$ cat config.mk
export PLATFORM = sky130hd
export DESIGN_NAME = decode_issue_ctrl_flat
export DESIGN_NICKNAME = d
export VERILOG_FILES = /design/src/rtl/decode_issue_ctrl_if.sv /design/src/rtl/decode_issue_ctrl.sv /design/src/flat_wrapper.sv
export SDC_FILE = /design/constraint.sdc
export NUM_CORES = 1
export LEC_CHECK = 0
export ABC_CLOCK_PERIOD_IN_PS = 3800
export CAP_MARGIN = 20
export CORE_ASPECT_RATIO = 0.5
export CORE_MARGIN = 4
export CORE_UTILIZATION = 30
export CTS_BUF_LIST = sky130_fd_sc_hd__clkbuf_8
export DETAILED_ROUTE_END_ITERATION = 10
export GPL_TIMING_DRIVEN = 0
export HOLD_SLACK_MARGIN = 0.1
export SLEW_MARGIN = 30
export SYNTH_ARGS = -nofsm -noshare
export SYNTH_HDL_FRONTEND = slang
export SYNTH_SLANG_ARGS = --single-unit
$ cat constraint.sdc
create_clock -name clk -period 3.8 [get_ports clk]
set_input_delay 0.38 -clock clk [delete_from_list [all_inputs] [get_ports clk]]
set_output_delay 0.38 -clock clk [all_outputs]
set_load 0.005 [all_outputs]
$ cat src/rtl/decode_issue_ctrl_if.sv
// Fetch / issue / writeback signal bundle for decode_issue_ctrl.
// master = surrounding pipeline (fetch, execute, writeback), slave = the controller.
interface decode_issue_ctrl_if #(
  parameter int XLEN  = 64,
  parameter int CNT_W = 32
);
  logic             instr_valid_i;
  logic [31:0]      instr_i;
  logic [XLEN-1:0]  instr_pc_i;
  logic             instr_ready_o;
  logic             flush_i;
  logic             issue_valid_o;
  logic             issue_ready_i;
  logic [31:0]      issue_instr_o;
  logic [XLEN-1:0]  issue_pc_o;
  logic             wb_valid_i;
  logic [4:0]       wb_rd_i;
  logic [31:0]      busy_regs_o;
  logic             stall_o;
  logic [CNT_W-1:0] stall_cnt_o;

  modport master (
    output instr_valid_i, instr_i, instr_pc_i, flush_i, issue_ready_i, wb_valid_i, wb_rd_i,
    input  instr_ready_o, issue_valid_o, issue_instr_o, issue_pc_o, busy_regs_o, stall_o, stall_cnt_o
  );

  modport slave (
    input  instr_valid_i, instr_i, instr_pc_i, flush_i, issue_ready_i, wb_valid_i, wb_rd_i,
    output instr_ready_o, issue_valid_o, issue_instr_o, issue_pc_o, busy_regs_o, stall_o, stall_cnt_o
  );
endinterface

$ cat src/rtl/decode_issue_ctrl.sv
// Single-entry decode/issue controller with a 32-entry in-flight destination scoreboard.
// Optional macro DECODE_WB_BYPASS_EN: hazard check ignores a register retiring this same cycle.
module decode_issue_ctrl #(
  parameter int XLEN  = 64,
  parameter int CNT_W = 32
) (
  input logic                clk,
  input logic                resetn,
  decode_issue_ctrl_if.slave bus
);
  typedef enum logic [1:0] {EMPTY, HOLD, STALL} state_t;
  typedef struct packed { logic rs1; logic rs2; logic rd; } usage_t;
  typedef struct packed { logic [31:0] instr; logic [XLEN-1:0] pc; } slot_t;

  localparam logic [6:0] OP_R     = 7'b0110011;
  localparam logic [6:0] OP_IMM   = 7'b0010011;
  localparam logic [6:0] OP_LOAD  = 7'b0000011;
  localparam logic [6:0] OP_JALR  = 7'b1100111;
  localparam logic [6:0] OP_STORE = 7'b0100011;
  localparam logic [6:0] OP_BR    = 7'b1100011;
  localparam logic [6:0] OP_LUI   = 7'b0110111;
  localparam logic [6:0] OP_AUIPC = 7'b0010111;
  localparam logic [6:0] OP_JAL   = 7'b1101111;

  state_t           state_q, state_d;
  slot_t            slot_q;
  usage_t           use_h;
  logic [31:0]      busy_q, busy_chk, wb_mask, set_mask;
  logic [CNT_W-1:0] stall_cnt_q;
  logic [4:0]       rs1, rs2, rd;
  logic             hazard, offer, stall, fire, ready, accept;

  always_comb begin
    use_h = '0;
    case (slot_q.instr[6:0])
      OP_R:                      use_h = '{rs1: 1'b1, rs2: 1'b1, rd: 1'b1};
      OP_IMM, OP_LOAD, OP_JALR:  use_h = '{rs1: 1'b1, rs2: 1'b0, rd: 1'b1};
      OP_STORE, OP_BR:           use_h = '{rs1: 1'b1, rs2: 1'b1, rd: 1'b0};
      OP_LUI, OP_AUIPC, OP_JAL:  use_h = '{rs1: 1'b0, rs2: 1'b0, rd: 1'b1};
      default:                   use_h = '0;
    endcase
  end

  assign rs1 = slot_q.instr[19:15];
  assign rs2 = slot_q.instr[24:20];
  assign rd  = slot_q.instr[11:7];

  assign wb_mask = bus.wb_valid_i ? (32'd1 << bus.wb_rd_i) : 32'd0;
`ifdef DECODE_WB_BYPASS_EN
  assign busy_chk = busy_q & ~wb_mask;
`else
  assign busy_chk = busy_q;
`endif

  // busy[0] is never set, so x0 operands can never raise a hazard
  assign hazard = (use_h.rs1 & busy_chk[rs1]) | (use_h.rs2 & busy_chk[rs2]) | (use_h.rd & busy_chk[rd]);
  assign offer  = (state_q == HOLD) & ~hazard;
  assign stall  = (state_q == STALL) | ((state_q == HOLD) & hazard);
  assign fire   = offer & bus.issue_ready_i & ~bus.flush_i;
  assign ready  = ~bus.flush_i & ((state_q == EMPTY) | fire);
  assign accept = bus.instr_valid_i & ready;

  assign set_mask = (fire & use_h.rd & (rd != 5'd0)) ? (32'd1 << rd) : 32'd0;

  always_comb begin
    state_d = state_q;
    if (bus.flush_i) state_d = EMPTY;
    else begin
      case (state_q)
        EMPTY: if (accept) state_d = HOLD;
        HOLD: begin
          if (fire)        state_d = accept ? HOLD : EMPTY;
          else if (hazard) state_d = STALL;
        end
        STALL:   if (!hazard) state_d = HOLD;
        default: state_d = EMPTY;
      endcase
    end
  end

  always_ff @(posedge clk or negedge resetn) begin
    if (!resetn) begin
      state_q     <= EMPTY;
      slot_q      <= '0;
      busy_q      <= '0;
      stall_cnt_q <= '0;
    end else begin
      state_q <= state_d;
      if (accept) slot_q <= '{instr: bus.instr_i, pc: bus.instr_pc_i};
      // set after clear: a destination re-issued while its old write retires stays busy
      busy_q <= (busy_q & ~wb_mask) | set_mask;
      if (stall && (stall_cnt_q != {CNT_W{1'b1}})) stall_cnt_q <= stall_cnt_q + CNT_W'(1);
    end
  end

  assign bus.instr_ready_o = ready;
  assign bus.issue_valid_o = offer;
  assign bus.issue_instr_o = slot_q.instr;
  assign bus.issue_pc_o    = slot_q.pc;
  assign bus.busy_regs_o   = busy_q;
  assign bus.stall_o       = stall;
  assign bus.stall_cnt_o   = stall_cnt_q;
endmodule

$ cat src/flat_wrapper.sv
// flat-port wrapper written by rule: the top's interface ports become plain ports
module decode_issue_ctrl_flat 
#(
  parameter int XLEN  = 64,
  parameter int CNT_W = 32
)
  (clk, resetn, bus_instr_valid_i, bus_instr_i, bus_instr_pc_i, bus_flush_i, bus_issue_ready_i, bus_wb_valid_i, bus_wb_rd_i, bus_instr_ready_o, bus_issue_valid_o, bus_issue_instr_o, bus_issue_pc_o, bus_busy_regs_o, bus_stall_o, bus_stall_cnt_o);
  decode_issue_ctrl_if #(.XLEN(XLEN), .CNT_W(CNT_W)) bus_i ();
  input logic clk;
  input logic resetn;
  input wire logic [$bits(bus_i.instr_valid_i)-1:0] bus_instr_valid_i;
  input wire logic [$bits(bus_i.instr_i)-1:0] bus_instr_i;
  input wire logic [$bits(bus_i.instr_pc_i)-1:0] bus_instr_pc_i;
  input wire logic [$bits(bus_i.flush_i)-1:0] bus_flush_i;
  input wire logic [$bits(bus_i.issue_ready_i)-1:0] bus_issue_ready_i;
  input wire logic [$bits(bus_i.wb_valid_i)-1:0] bus_wb_valid_i;
  input wire logic [$bits(bus_i.wb_rd_i)-1:0] bus_wb_rd_i;
  output wire logic [$bits(bus_i.instr_ready_o)-1:0] bus_instr_ready_o;
  output wire logic [$bits(bus_i.issue_valid_o)-1:0] bus_issue_valid_o;
  output wire logic [$bits(bus_i.issue_instr_o)-1:0] bus_issue_instr_o;
  output wire logic [$bits(bus_i.issue_pc_o)-1:0] bus_issue_pc_o;
  output wire logic [$bits(bus_i.busy_regs_o)-1:0] bus_busy_regs_o;
  output wire logic [$bits(bus_i.stall_o)-1:0] bus_stall_o;
  output wire logic [$bits(bus_i.stall_cnt_o)-1:0] bus_stall_cnt_o;
  assign bus_i.instr_valid_i = bus_instr_valid_i;
  assign bus_i.instr_i = bus_instr_i;
  assign bus_i.instr_pc_i = bus_instr_pc_i;
  assign bus_i.flush_i = bus_flush_i;
  assign bus_i.issue_ready_i = bus_issue_ready_i;
  assign bus_i.wb_valid_i = bus_wb_valid_i;
  assign bus_i.wb_rd_i = bus_wb_rd_i;
  assign bus_instr_ready_o = bus_i.instr_ready_o;
  assign bus_issue_valid_o = bus_i.issue_valid_o;
  assign bus_issue_instr_o = bus_i.issue_instr_o;
  assign bus_issue_pc_o = bus_i.issue_pc_o;
  assign bus_busy_regs_o = bus_i.busy_regs_o;
  assign bus_stall_o = bus_i.stall_o;
  assign bus_stall_cnt_o = bus_i.stall_cnt_o;
  decode_issue_ctrl #(.XLEN(XLEN), .CNT_W(CNT_W)) u_core (.clk(clk), .resetn(resetn), .bus(bus_i));
endmodule
; After elaboration in Yosys (flattened, before gate mapping)
; Index checks and enable logic that the tools add are counted.
; Widths: inputs -> output; s select.
[totals]
output_inout_bits = 163
regBits = 162
in_bits = 107
elab_cells = 69
[op_classes]
add_sub_neg = 1
n_shift = 2
eq_ne = 15
order_cmp = 3
bitwise = 20
n_mux = 16
reduce_logical = 7
[op_table]
columns = operator, n
row1 = $mux 32, 2
row2 = $shl 1x5->32 const A, 2
row3 = $add 32x1->32 const B, 1
row4 = $and 32x32->32, 1
row5 = $ne 32x32->1 const B, 1
row6 = $not 32->32, 1
row7 = $or 32x32->32, 1
row8 = $eq 7x6->1 const B, 3
row9 = $eq 7x7->1 const B, 3
row10 = $lt 5x6->1 const B, 3
row11 = $bmux 1 s5, 3
row12 = $eq 7x5->1 const B, 2
row13 = $pmux 3 s4, 1
row14 = $and 1x1->1, 11
row15 = $mux 2, 5
row16 = $eq 7x2->1 const B, 1
row17 = $pmux 2 s3, 1
row18 = $reduce_or 3->1, 2
row19 = $reduce_bool 5->1, 1
row20 = $mux 1, 4
row21 = $ne 4x2->1 const B, 1
row22 = $or 1x1->1, 4
row23 = $ne 3x2->1 const B, 1
row24 = $ne 3x3->1 const B, 1
row25 = 7 further kinds, 8

; Depth between registers and ports, before layout
[depth]
depth_word = 17
mapped_depth = 12
ltp_nobuf = 9

; Least setup slack after synthesis
; OpenSTA, ideal clock, no wires.
[synth_timing]
kind = register -> register
start = register u_core.slot_q (netlist bit u_core.bus.issue_instr_o[21])
end = register u_core.slot_q (netlist bit u_core.bus.issue_pc_o[10])
path_buffers = 4
period_less_slack_ns = 2.864
arrival_time_ns = 2.739
setup_time_ns = 0.125
path_stages_with_launch = 13
t_required_ns = 3.675
slack_ns = 0.936
path_cell_list = dfrtp_1 -> buf_6 -> buf_6 -> mux2i_1 -> mux4_2 -> a2111oi_2 -> a211oi_2 -> nand4_2 -> and2_1 -> nand3b_4 -> buf_8 -> buf_8 -> mux2_4
[synth_between]
elab_chain_cells = 12
[synth_rtl]
columns = element, line
row1 = from (decl), decode_issue_ctrl.sv:26  ; slot_t slot_q;
row2 = from (signal assigned), decode_issue_ctrl.sv:89  ; if (accept) slot_q <= '{instr: bus.instr_i, pc: bus.instr_pc_i};
row3 = $bmux 1 s5, decode_issue_ctrl.sv:56  ; assign hazard = (use_h.rs1 & busy_chk[rs1]) | (use_h.rs2 & busy_chk[rs2]) | (use_h.rd & busy_chk[rd]);
row4 = $mux 1 (not written as such), decode_issue_ctrl.sv:56
row5 = $and 1x1->1, decode_issue_ctrl.sv:56
row6 = $or 1x1->1 (2 in series), decode_issue_ctrl.sv:56
row7 = $not 1->1, decode_issue_ctrl.sv:57  ; assign offer = (state_q == HOLD) & ~hazard;
row8 = $and 1x1->1, decode_issue_ctrl.sv:57
row9 = $and 1x1->1 (2 in series), decode_issue_ctrl.sv:59  ; assign fire = offer & bus.issue_ready_i & ~bus.flush_i;
row10 = $or 1x1->1, decode_issue_ctrl.sv:60  ; assign ready = ~bus.flush_i & ((state_q == EMPTY) | fire);
row11 = $and 1x1->1, decode_issue_ctrl.sv:60
row12 = $and 1x1->1, decode_issue_ctrl.sv:61  ; assign accept = bus.instr_valid_i & ready;
; No other way between the ends. The select of a mux whose other input is x is not followed.
; A chain may end at the register's enable or synchronous reset.

; Worst setup path in the final report
[layout_timing]
start = register u_core.slot_q (netlist bit u_core.bus.issue_instr_o[16])
end = output bus_issue_valid_o
[layout_between]
elab_chain_cells = 7
[layout_rtl]
columns = element, line
row1 = $bmux 1 s5, decode_issue_ctrl.sv:56
row2 = $mux 1 (not written as such), decode_issue_ctrl.sv:56
row3 = $and 1x1->1, decode_issue_ctrl.sv:56
row4 = $or 1x1->1 (2 in series), decode_issue_ctrl.sv:56
row5 = $not 1->1, decode_issue_ctrl.sv:57
row6 = $and 1x1->1, decode_issue_ctrl.sv:57
row7 = to (decl), flat_wrapper.sv:19  ; output wire logic [$bits(bus_i.issue_valid_o)-1:0] bus_issue_valid_o;
; No other way between the ends. The select of a mux whose other input is x is not followed.

==> run summary <==
Status: finished, final reports clean
DRT iter0 DRCs: 379
Library cells used by synthesis: 51
FF-to-FF Start: u_core.bus.issue_instr_o[21]$_DFFE_PN0N_
Critical path class: reg2out
Reg2Reg Setup Slack: 0.46 ns
RSZ-0062 raised after global routing: no
Max Slew Vio Count: 0
Largest stage delay on the critical path: 0.56 ns
P per Cell Area: 446 nW/um^2
Area contributors post-synth: dfrtp_1 (51%), mux2_2 (8.3%), mux2_4 (7.5%), mux4_2 (3.9%), mux2i_1 (3.5%)
Leading cell type in the layout, fill and taps excluded: clkdlybuf4s50_1
Area of the multi-input gates: 3690 um^2
Req. time, crit path: 3.42 ns
Critical-path cell list: mux4_2 -> mux2i_1 -> a21oi_1 -> a211oi_2 -> buf_4 -> nand3_2 -> nor2b_1 -> clkdlybuf4s50_1
Syn_area_per_cell: 12.5 um^2
Storage cell area: 4060 um^2
H-Tree Depth: 4
Syn_nets: 747
Die Ht: 124 um
Layout cells sized above 1: 0.199
Number of top-level pins: 270
Pint: 3.68 mW
Detailed-route wire length per cell: 20.6 um
Delay-heaviest family, CP: multiplexers
Pleak: 4.86 nW
Worst R2R End: u_core.bus.issue_pc_o[23]$_DFFE_PN0N_
Post-route ant nets: 0
Largest area contributor in the netlist: dfrtp_1
Fillers: 2343
Synth warn: 0
I/O Buffers: 269
Final Skew: 0.0156 ns
Comb pwr share: 0.298
Number of global-route vias before repair: 6574
Core area: 25700 um^2
Critical path peak fanout: 5
TritonCTS Buffers: 17
Worst setup EP type: output port
Cell Area, Synth: 8010 um^2
Clk slew on worst S/H paths: 0.09 ns
Synth-to-Final Area Change: 45.6%
Setup_tns: 0 ns
Cells on worst reg2reg path: 13
CTS tree: done
Seq pwr share: 0.422
Maximum vdd drop: 0.213 mV
Clk_lat worst skew: 0.49 ns
Initial core utilization: 0.312
Net load switching power: 1.52 mW
Hold Violations, Final: 0
Initial antenna violation count: 0
Synth Register Bits: 162
Max clock buf depth: 2
Hpwl dp: 19900 um
Drt first pass iters: 5
Die footprint: 29500 um^2
Root Driver: clkbuf_8
DR DRC count: 0
Total GRT Usage: 0.175
Nets: 1037
Max_slew headroom: 0.580
Max-Cap Viols: 0
Largest net degree at the start of global routing: 86
Hold WC Path Type: in2async
Vias: 6479
CTS Sinks: 162
Slowest CP cell: mux4_2
Final period utilization: 0.937
Sw frac: 0.293
Most frequent cells in the layout: clkdlybuf4s50_1 (266), dfrtp_1 (160), mux2_2 (59), o21ai_0 (47), mux2_4 (40)
Diodes inserted: 0
Total global routing overflow: 0
Clock network fraction of total power: 0.279
Final period demand of the worst path: 3.56 ns
Setup violators final: 0
First-pass GRT wire length: 39300 um
Max Freq: 281 MHz
Finished Core Util: 0.454
Least-Margin Pin Slew: 0.629 ns
WP buf/inv: 2
Final wirelength: 26500 um
Via-to-Cell Ratio: 5.04
Sequential share of the synthesized area: 0.506
Synth top area share: 0.506
Post-Synthesis Cells: 639
CP startpoint kind: register
Die W: 239 um
Hold WS: 0.477 ns
Critical Path AT: 3.18 ns
Cell Rows: 41
Final Wtd Congestion: 0.883
==> Yosys cell counts (all sizes together) <==
| cell | number |
|---|---|
| nand2b | 3 |
| dfrtp | 162 |
| a2111oi | 4 |
| o31ai | 14 |
| mux4 | 14 |
| or3 | 1 |
| a222oi | 1 |
| or3b | 1 |
| nand4 | 22 |
| o21bai | 2 |
| xnor2 | 3 |
| and2 | 2 |
| ha | 1 |
| nand3 | 35 |
| xor2 | 24 |
| buf | 21 |
| o32ai | 3 |
| a211oi | 1 |
| nor2 | 23 |
| inv | 7 |
| nor3 | 19 |
| o31a | 1 |
| nand4b | 1 |
| nor2b | 16 |
| clkbuf | 20 |
| nand3b | 1 |
| nor4 | 10 |
| o21ai | 47 |
| o41ai | 8 |
| mux2 | 102 |
| or2 | 3 |
| o311ai | 1 |
| a31oi | 1 |
| a21oi | 6 |
| a32oi | 1 |
| nand2 | 23 |
| and3b | 1 |
| mux2i | 28 |
| o21a | 1 |
| and3 | 5 |
==> cell families after synthesis <==
group,Yosys count,synth area share
and+or+nand+nor,166,0.114
AOI/OAI and AO/OA,91,0.0750
DFF,162,0.506
adders and majority gates,1,0.00156
muxes,144,0.237
buffers and inverters,48,0.0369
xor gates and xnor gates,27,0.0295
==> how the worst max path moves through the flow <==
| stage | start | endpoint | slack [ns] | depth (start not counted) |
|---|---|---|---|---|
| 2_1_floorplan | u_core.bus.issue_instr_o[21]$_DFFE_PN0N_ | u_core.bus.issue_pc_o[10]$_DFFE_PN0N_ | 0.94 | 12 |
| 4_1_cts | u_core.bus.issue_instr_o[21]$_DFFE_PN0N_ | bus_issue_valid_o | 0.21 | 10 |
| 3_5_place_dp | u_core.bus.issue_instr_o[17]$_DFFE_PN0N_ | bus_stall_o | 0.15 | 9 |
| 6_report | u_core.bus.issue_instr_o[16]$_DFFE_PN0N_ | bus_issue_valid_o | 0.24 | 8 |
| 5_1_grt | u_core.bus.issue_instr_o[21]$_DFFE_PN0N_ | bus_stall_o | 0.08 | 11 |
| 3_3_place_gp | resetn | u_core.bus.issue_pc_o[11]$_DFFE_PN0N_ | -4.51 | 1 |
==> power groups by stage <==
| stage | combinational, mW | sequential (mW) | clock (mW) |
|---|---|---|---|
| floorplan | 0.676 | 2.19 | 0 |
| global placement | 1.55 | 2.20 | 0 |
| detailed placement | 1.56 | 2.21 | 0 |
| CTS | 1.57 | 2.20 | 1.49 |
| global route | 1.65 | 2.23 | 1.56 |
| finish | 1.55 | 2.20 | 1.45 |
==> flip-flops by register name, indices dropped and copies added, names as in the netlist <==
name                      cells
u_core.bus.stall_cnt_o       32
u_core.bus.issue_instr_o     32
u_core.bus.issue_pc_o        64
u_core.bus.busy_regs_o       32
u_core.state_q                2
==> routing by layer <==
| layer | part of all wire | vias up | GRT usage |
|---|---|---|---|
| li1 | - | 2936 | - |
| met1 | 0.42 | 3328 | 0.219 |
| met2 | 0.51 | 176 | 0.300 |
| met3 | 0.045 | 39 | 0.0412 |
| met4 | 0.022 | 0 | 0.0601 |
| met5 | 0 | - | 0 |
==> layout make-up <==
| cell class | instances | area share |
|---|---|---|
| flip-flops and latches | 162 | 0.348 |
| multi-input cells | 429 | 0.316 |
| repair buffers | 272 | 0.235 |
| well taps | 344 | 0.0369 |
| plain buffers | 40 | 0.0230 |
| clock buffers | 18 | 0.0212 |
| clock inverters | 14 | 0.0176 |
| inverters | 7 | 0.00225 |
==> through the flow <==
step           setup WS [ns]  instance area, um^2  power, mW  instances
6_report               0.241                11700       5.20       1286
3_3_place_gp           -4.51                11100       3.75       1252
5_1_grt               0.0849                11700       5.45       1286
3_5_place_dp           0.153                11200       3.78       1253
2_1_floorplan          0.936                 8010       2.87        639
4_1_cts                0.206                11700       5.25       1286
==> what timing repair did <==
action                                  in CTS  in global routing
resized for setup                            9                  0
hold endpoints to repair                    77                  0
setup buffers                                1                  0
hold buffers                                 1                  0
endpoints found under the setup margin       3                  0
No activity file was read; power rests on OpenSTA's default activity.
